### config.mk
export PLATFORM = sky130hd
export DESIGN_NAME = axis_rr_packet_arbiter
export DESIGN_NICKNAME = d
export VERILOG_FILES = /design/src/rtl/axis_arb_pkg.sv /design/src/rtl/rr_priority_pick.sv /design/src/rtl/axis_rr_packet_arbiter.sv
export SDC_FILE = /design/constraint.sdc
export NUM_CORES = 1
export LEC_CHECK = 0
export BUFFER_PORTS_ARGS = -buffer_cell sky130_fd_sc_hd__buf_2
export CAP_MARGIN = 10
export CORE_MARGIN = 5
export CORE_UTILIZATION = 46
export DETAILED_ROUTE_END_ITERATION = 8
export PLACE_DENSITY = 0.8
export SETUP_SLACK_MARGIN = 0.1
export SLEW_MARGIN = 10
export SYNTH_ARGS = -nofsm -noshare
export SYNTH_HDL_FRONTEND = slang
export SYNTH_SLANG_ARGS = --single-unit
### constraint.sdc
create_clock -name clk -period 2.25 [get_ports clk]
set_input_delay 0.3375 -clock clk [delete_from_list [all_inputs] [get_ports clk]]
set_output_delay 0.3375 -clock clk [all_outputs]
set_load 0.02 [all_outputs]
### src/rtl/axis_arb_pkg.sv
// Shared definitions for the packet-granular AXI-Stream round-robin arbiter.
// Holds the FSM state encoding, the default beat width and an index-width helper.
package axis_arb_pkg;

  localparam logic ST_IDLE = 1'b0;
  localparam logic ST_LOCK = 1'b1;

  localparam int DEF_DATA_W = 8;

  // Bits needed to index n items, never less than one so 1-entry ranges stay legal.
  function automatic int idx_w(input int n);
    return (n <= 2) ? 1 : $clog2(n);
  endfunction

endpackage

### src/rtl/rr_priority_pick.sv
// Rotating-priority encoder: first asserted request at or after ptr, wrapping at N.
// Purely combinational; found=0 leaves idx at 0.
module rr_priority_pick
  import axis_arb_pkg::*;
#(
  parameter int N  = 4,
  parameter int IW = idx_w(N)
) (
  input  logic [N-1:0]  req,
  input  logic [IW-1:0] ptr,
  output logic          found,
  output logic [IW-1:0] idx
);

  // Walk from the farthest offset down so the nearest requester to ptr wins last.
  always_comb begin
    found = 1'b0;
    idx   = '0;
    for (int k = N - 1; k >= 0; k--) begin
      int j;
      j = int'(ptr) + k;
      if (j >= N) j = j - N;
      if (req[j]) begin
        found = 1'b1;
        idx   = IW'(j);
      end
    end
  end

endmodule

### src/rtl/axis_rr_packet_arbiter.sv
// Merges NUM_SRC AXI-Stream sources onto one registered output, round-robin per packet.
// A grant is held until the (possibly length-forced) last beat is accepted.
module axis_rr_packet_arbiter
  import axis_arb_pkg::*;
#(
  parameter int NUM_SRC   = 4,
  parameter int DATA_W    = DEF_DATA_W,
  parameter int MAX_BEATS = 16
) (
  input  logic                        clk,
  input  logic                        rst,
  input  logic [NUM_SRC*DATA_W-1:0]   s_data,
  input  logic [NUM_SRC-1:0]          s_valid,
  input  logic [NUM_SRC-1:0]          s_last,
  output logic [NUM_SRC-1:0]          s_ready,
  output logic [DATA_W-1:0]           m_data,
  output logic                        m_valid,
  output logic                        m_last,
  input  logic                        m_ready,
  output logic [idx_w(NUM_SRC)-1:0]   grant_id,
  output logic                        busy
);

  localparam int   IW     = idx_w(NUM_SRC);
  localparam int   CW     = idx_w(MAX_BEATS + 1);
  localparam int   LIM    = (MAX_BEATS == 0) ? 0 : MAX_BEATS - 1;
  localparam logic LIM_EN = (MAX_BEATS != 0);

  logic              state_q, state_d;
  logic [IW-1:0]     rr_ptr;
  logic [CW-1:0]     beat_cnt;
  logic              pick_found;
  logic [IW-1:0]     pick_idx;
  logic              out_free;
  logic              sel_valid, sel_last;
  logic [DATA_W-1:0] sel_data;
  logic              accept, eff_last;
  logic [IW-1:0]     next_ptr;

  rr_priority_pick #(
    .N  (NUM_SRC),
    .IW (IW)
  ) u_pick (
    .req   (s_valid),
    .ptr   (rr_ptr),
    .found (pick_found),
    .idx   (pick_idx)
  );

  assign out_free  = !m_valid || m_ready;
  assign sel_valid = s_valid[grant_id];
  assign sel_last  = s_last[grant_id];
  assign sel_data  = s_data[int'(grant_id)*DATA_W +: DATA_W];
  // The length limit closes the packet on its own; leftover beats re-arbitrate later.
  assign eff_last  = sel_last || (LIM_EN && (beat_cnt == CW'(LIM)));
  assign next_ptr  = (grant_id == IW'(NUM_SRC - 1)) ? '0 : grant_id + IW'(1);
  assign busy      = (state_q == ST_LOCK);

  always_comb begin
    state_d = state_q;
    s_ready = '0;
    accept  = 1'b0;
    case (state_q)
      ST_IDLE: begin
        if (pick_found) state_d = ST_LOCK;
      end
      default: begin
        s_ready[grant_id] = out_free;
        accept            = sel_valid && out_free;
        if (accept && eff_last) state_d = ST_IDLE;
      end
    endcase
  end

  always_ff @(posedge clk or posedge rst) begin
    if (rst) begin
      state_q  <= ST_IDLE;
      rr_ptr   <= '0;
      grant_id <= '0;
      beat_cnt <= '0;
      m_valid  <= 1'b0;
      m_last   <= 1'b0;
      m_data   <= '0;
    end else begin
      state_q <= state_d;
      if (state_q == ST_IDLE && pick_found) grant_id <= pick_idx;
      if (accept) begin
        m_valid <= 1'b1;
        m_data  <= sel_data;
        m_last  <= eff_last;
        if (eff_last) begin
          beat_cnt <= '0;
          rr_ptr   <= next_ptr;
        end else if (beat_cnt != '1) begin
          beat_cnt <= beat_cnt + CW'(1);
        end
      end else if (m_ready) begin
        m_valid <= 1'b0;
      end
    end
  end

endmodule

# --- Word-level counts from Yosys, hierarchy flattened ---
# Index checks and enable logic that the tools add are counted.
word_totals:
  ff_bits: 20
  latch_bits: 0
  ram_bits: 0
  mem_bits_ro: 0
  in_bits: 43
  mem_count: 0
classes:
  add_sub_neg: 9
  mul: 0
  div: 0
  magnitude_cmp: 10
  n_eq_ne: 3
  shift: 1
  muxes: 40
  bitwise_logic: 2
  n_reduce_logical: 11
ops:
  columns: ["cell", "n"]
  rows:
  - ["32-bit by 4-bit < comparator with 1-bit output, second input constant", 4]
  - ["32-bit two-way mux", 4]
  - ["32-bit by 4-bit greater-or-equal comparator with 1-bit output, second input constant", 3]
  - ["32-bit by 4-bit subtractor with 32-bit output, second input constant", 3]
  - ["32-bit by 6-bit indexed part select with 8-bit output", 1]
  - ["1-bit two-way mux", 21]
  - ["1-bit binary-select mux with 2-bit select", 6]
  - ["2-bit two-way mux", 5]
  - ["5-bit two-way mux", 2]
  - ["2-bit by 2-bit adder with 3-bit output, second input constant", 2]
  - ["5-bit by 1-bit adder with 5-bit output, second input constant", 1]
  - ["5-bit by 4-bit == test with 1-bit output, second input constant", 1]
  - ["5-bit inequality test, second input constant", 1]
  - ["4-bit bitwise AND", 1]
  - ["1-bit logical AND", 4]
  - ["4-bit two-way mux", 1]
  - ["2-bit AND reduction", 2]
  - ["2-bit nonzero test", 2]
  - ["2-bit by 3-bit subtractor with 4-bit output, second input constant", 1]
  - ["2-bit by 1-bit adder with 3-bit output, second input constant", 1]
  - ["2-bit by 3-bit greater-or-equal comparator with 1-bit output, second input constant", 1]
  - ["2-bit by 3-bit < comparator with 1-bit output, second input constant", 1]
  - ["2-bit by 1-bit adder with 2-bit output, second input constant", 1]
  - ["1-bit demux with 2-bit select", 1]
  - ["5 further kinds", 6]

# --- Longest topological paths before layout ---
depth:
  word_depth: 12
  ltp_mapped: 7

# --- Hierarchy ---
# Synthesis repeated with hierarchy kept, for this count alone.
unflattened:
  hier_cells: 105
  area_unflattened_um2: 1286.2
modules_own_cells:
  columns: ["mod", "instances", "cells_each", "area_each_um2", "seq_area_each_um2"]
  rows:
  - ["axis_rr_packet_arbiter", 1, 92, 1208.7, 500.5]
  - ["rr_priority_pick", 1, 13, 77.6, 0.0]

# --- Least setup slack after synthesis ---
# Ideal clock, no wire load.
synth_path:
  path_kind: "register -> register"
  start: "register grant_id[1]"
  end: "register m_data[0]"
  t_arrival_ns: 1.744
  path_slack_ns: 0.379
  stages_incl_launch_ff: 5
  n_path_buf: 1
  synth_period_minus_slack_ns: 1.871
  cell_sequence: "dfrtp_1 -> mux4_2 -> nand3_4 -> buf_2 -> mux2_1"
synth_via:
  elab_chain_len: 4
  elab_cells_between_ends: 5
synth_lines:
  columns: ["item", "line", "rtl"]
  rows:
  - ["from (decl)", "axis_rr_packet_arbiter.sv:20", "output logic [idx_w(NUM_SRC)-1:0] grant_id,"]
  - ["from (signal assigned)", "axis_rr_packet_arbiter.sv:86", "if (state_q == ST_IDLE && pick_found) grant_id <= pick_idx;"]
  - ["parallel branches: the longest is 4 deep, another holds 32-bit by 6-bit indexed part select with 8-bit output", null, null]
  - ["to (signal assigned)", "axis_rr_packet_arbiter.sv:89", "m_data <= sel_data;"]
  - ["to (decl)", "axis_rr_packet_arbiter.sv:16", "output logic [DATA_W-1:0] m_data,"]
# Several ways; the timed one is not identified. The select of a mux whose other input is x is not followed.
# A chain may end at the register's enable or synchronous reset.

# --- Worst setup path after layout ---
layout_path:
  start: "register beat_cnt[0]"
  end: "register beat_cnt[1]"
layout_via:
  elab_chain_len: 4
  elab_cells_between_ends: 8
layout_lines:
  columns: ["item", "line", "rtl"]
  rows:
  - ["from (decl)", "axis_rr_packet_arbiter.sv:31", "logic [CW-1:0] beat_cnt;"]
  - ["from (signal assigned)", "axis_rr_packet_arbiter.sv:95", "beat_cnt <= beat_cnt + CW'(1);"]
  - ["parallel branches: the longest is 4 deep, another holds 5-bit by 1-bit adder with 5-bit output", null, null]
# Several ways; the timed one is not identified. The select of a mux whose other input is x is not followed.

==> flow_summary.ini <==
[sta]
rsz0062_at_grt = false
max_freq_mhz = 516
holdWs_ns = 0.142
fin_crit_sh_pct = 86.1
skew_ns = 0.00143
relSlewSlack_pct = 48.8
worst_pin_slew_ns = 0.767
period_needed_ns = 1.94
maxSlewViolCount = 0
setup_viol = 0
tns_ns = 0
hold_viol = 0

[cts]
cts_resized = 0
cts_tree = yes
cts_buffers = 3
clock_latency_ns = 0.31
cts_setup_buffers = 0
clockBufferDepth = 2
cts_hold_buf = 0
htree_num_levels = 1
clk_pin_slew_ns = 0.12
root_buffer = clkbuf_4
cts_num_sinks = 20

[logic_synthesis]
synth_top_area_share_pct = 39.9
synthCells = 105
ys_top_cells_by_area = dfrtp_1, mux4_2, ha_1
ys_ff_latch = 20
yosys.area.top_type = dfrtp_1
ys_types = 32
synth_area_per_cell_sq_um = 12.0
synth_edf_count = 0
synth-main-ff-cell = dfrtp_1
yosys_warnings = 0
synthArstFlopShare_pct = 100
netlist_area_sq_um = 1250
ys_seq_area_share_pct = 39.9
syn_nets = 155

[drt]
drt-met1-wl_microns = 1260
vias_per_cell = 5.66
via_count = 1116
drc = 0
wl_met2_microns = 1520
ant_nets = 0
routedWlPerCell_microns = 15.4
met3_wirelength_microns = 207
firstDrtPassIters = 4
first_iter_violations = 23
top_layer_used = met4
routed_wirelength_microns = 3030

[grt]
grt_pass1_wl_microns = 5290
grtUsageTotal_pct = 16.4
grt_pass1_vias = 1201
grt_max_degree = 21
overflow = 0
antenna_found_initial = 0

[floorplanning]
dieArea_sq_um = 3870
rows = 19
ios = 60
die_h_microns = 62.2
start_util_pct = 46.7
coreArea_sq_um = 2690
die_w_microns = 62.2

[worst_setup_path]
crit_path_end_kind = flip-flop
crit_top_cell = ha_1
cp_top_family = simple AND/OR/NAND/NOR gates
cp_slowest_cell = or4_4
path_buf_inv = 0
cp-start-kind = flip-flop
worstPathCellList = ha_1, and3_1, ha_1, or4_4, o22ai_1
crit_type = reg -> reg
crit_arrival_ns = 2.17
critPathMaxStageDelay_ns = 0.56
cp.required_ns = 2.48
crit_fanout = 5

[finish]
syn_to_final_growth_pct = 30.5
fin_nets = 217
diodes = 0
fillers = 218
drive_above_1_share_pct = 48.2
multi_input_area_sq_um = 702
seq_area_sq_um = 500
fin_area_sq_um = 1640

[hold_path]
hp-class = in -> async

[job]
cap_violations = 0

[place]
place_area_sq_um = 1590
port_buffers = 59
globalplace.congestion = 0.809
hpwl_microns = 2370

[pwr]
power_density_nw_per_um2 = 1300
irDropWorstVdd_mv = 0.942
p_leak_nw = 0.830

[status]
outcome = finished, final reports clean
-- metrics by stage --
stage	instances	util, %	power, W	setup slack [ns]
after global placement	193	59.0	0.00179	0.435
after CTS	197	61.0	0.00215	0.309
after global routing	197	61.0	0.00229	0.204
after floorplan	105	-	0.00149	0.379
after detailed placement	193	59.0	0.00185	0.353
final	197	61.0	0.00213	0.312
-- kinds of logic after synthesis --
family | count (synthesis) | share of synthesized area, %
AOI/OAI and AO/OA | 20 | 10.2
and+or+nand+nor | 24 | 11.3
buffers and inverters | 13 | 4.19
DFF | 20 | 39.9
muxes | 20 | 26.8
xor gates and xnor gates | 1 | 0.698
adders and majority gates | 7 | 6.98
-- registers in the layout, indices dropped and copies added, names as in the netlist --
| signal | count |
|---|---|
| beat_cnt | 5 |
| m_data | 8 |
| m_last | 1 |
| rr_ptr | 2 |
| grant_id | 2 |
| busy | 1 |
| m_valid | 1 |
-- cells in the mapped netlist (2+ instances only) --
| cell type | number |
|---|---|
| o21ai_0 | 3 |
| and3_1 | 5 |
| o22ai_1 | 2 |
| nand2_1 | 4 |
| mux2_1 | 6 |
| ha_1 | 7 |
| inv_1 | 9 |
| nor2_1 | 6 |
| dfrtp_1 | 20 |
| mux2_2 | 3 |
| a21oi_1 | 6 |
| mux4_2 | 10 |
| o221ai_1 | 2 |
| buf_2 | 3 |
| nand2b_1 | 2 |
-- worst register-to-register path, stage by stage, from the launching register on --
cell and delay (ns):
dfrtp_1 0.43, ha_1 0.23, and3_1 0.21, ha_1 0.25, or4_4 0.56, o22ai_1 0.19
-- per-layer routing --
| metal | up-vias | GRT usage, % |
|---|---|---|
| met5 | - | 0 |
| met4 | 0 | 7.59 |
| li1 | 514 | - |
| met1 | 548 | 20.6 |
| met3 | 7 | 3.06 |
| met2 | 47 | 27.1 |
-- cells in the final DEF (no fill, tap or decap), drive strengths merged --
master	netlist	layout
a21boi	1	1
clkbuf	1	3
and3	5	5
nand3	2	2
dfrtp	20	20
nand2b	2	2
o21bai	1	1
o21ai	3	3
mux2i	1	1
o22ai	2	2
buf	3	61
mux2	9	9
nor2b	1	1
ha	7	7
nor4	1	1
o21a	1	1
xor2	1	1
nand2	4	4
a21o	1	1
o221ai	2	2
inv	9	9
bufinv	0	1
o41ai	1	1
o31ai	1	1
mux4	10	10
nor2	6	6
a31oi	1	1
a21oi	6	6
or4	2	2
nand4	1	1
-- power by group --
part / leakage (nW) / internal, W / switching, W / total [W]
Combinational: 0.560 / 0.000533 / 0.000631 / 0.00116
Sequential: 0.242 / 0.000521 / 0.000141 / 0.000662
Clock: 0.0279 / 0.000180 / 0.000120 / 0.000300
Total: 0.830 / 0.00123 / 0.000892 / 0.00213
-- cell type report --
type / instances / area share, %
inverters: 9 / 2.06
clock buffers: 3 / 1.38
clock inverters: 1 / 1.83
flip-flops and latches: 20 / 30.6
well taps: 31 / 2.37
repair buffers: 61 / 18.9
multi-input cells: 72 / 42.9
-- worst paths after layout --
kind	startpoint	endpoint	slack, ns	depth (start not counted)
worst max-delay path	beat_cnt[0]	beat_cnt[1]	0.31	5
worst min-delay path	rst	m_data[1]	0.14	2
worst max register to register	beat_cnt[0]	beat_cnt[1]	0.31	5
worst min register to register	m_last	m_last	0.50	1
max in group asynchronous	rst	m_data[5]	1.63	2
min in group clk	s_valid[2]	busy	0.42	3
No activity file was read; power rests on OpenSTA's default activity.
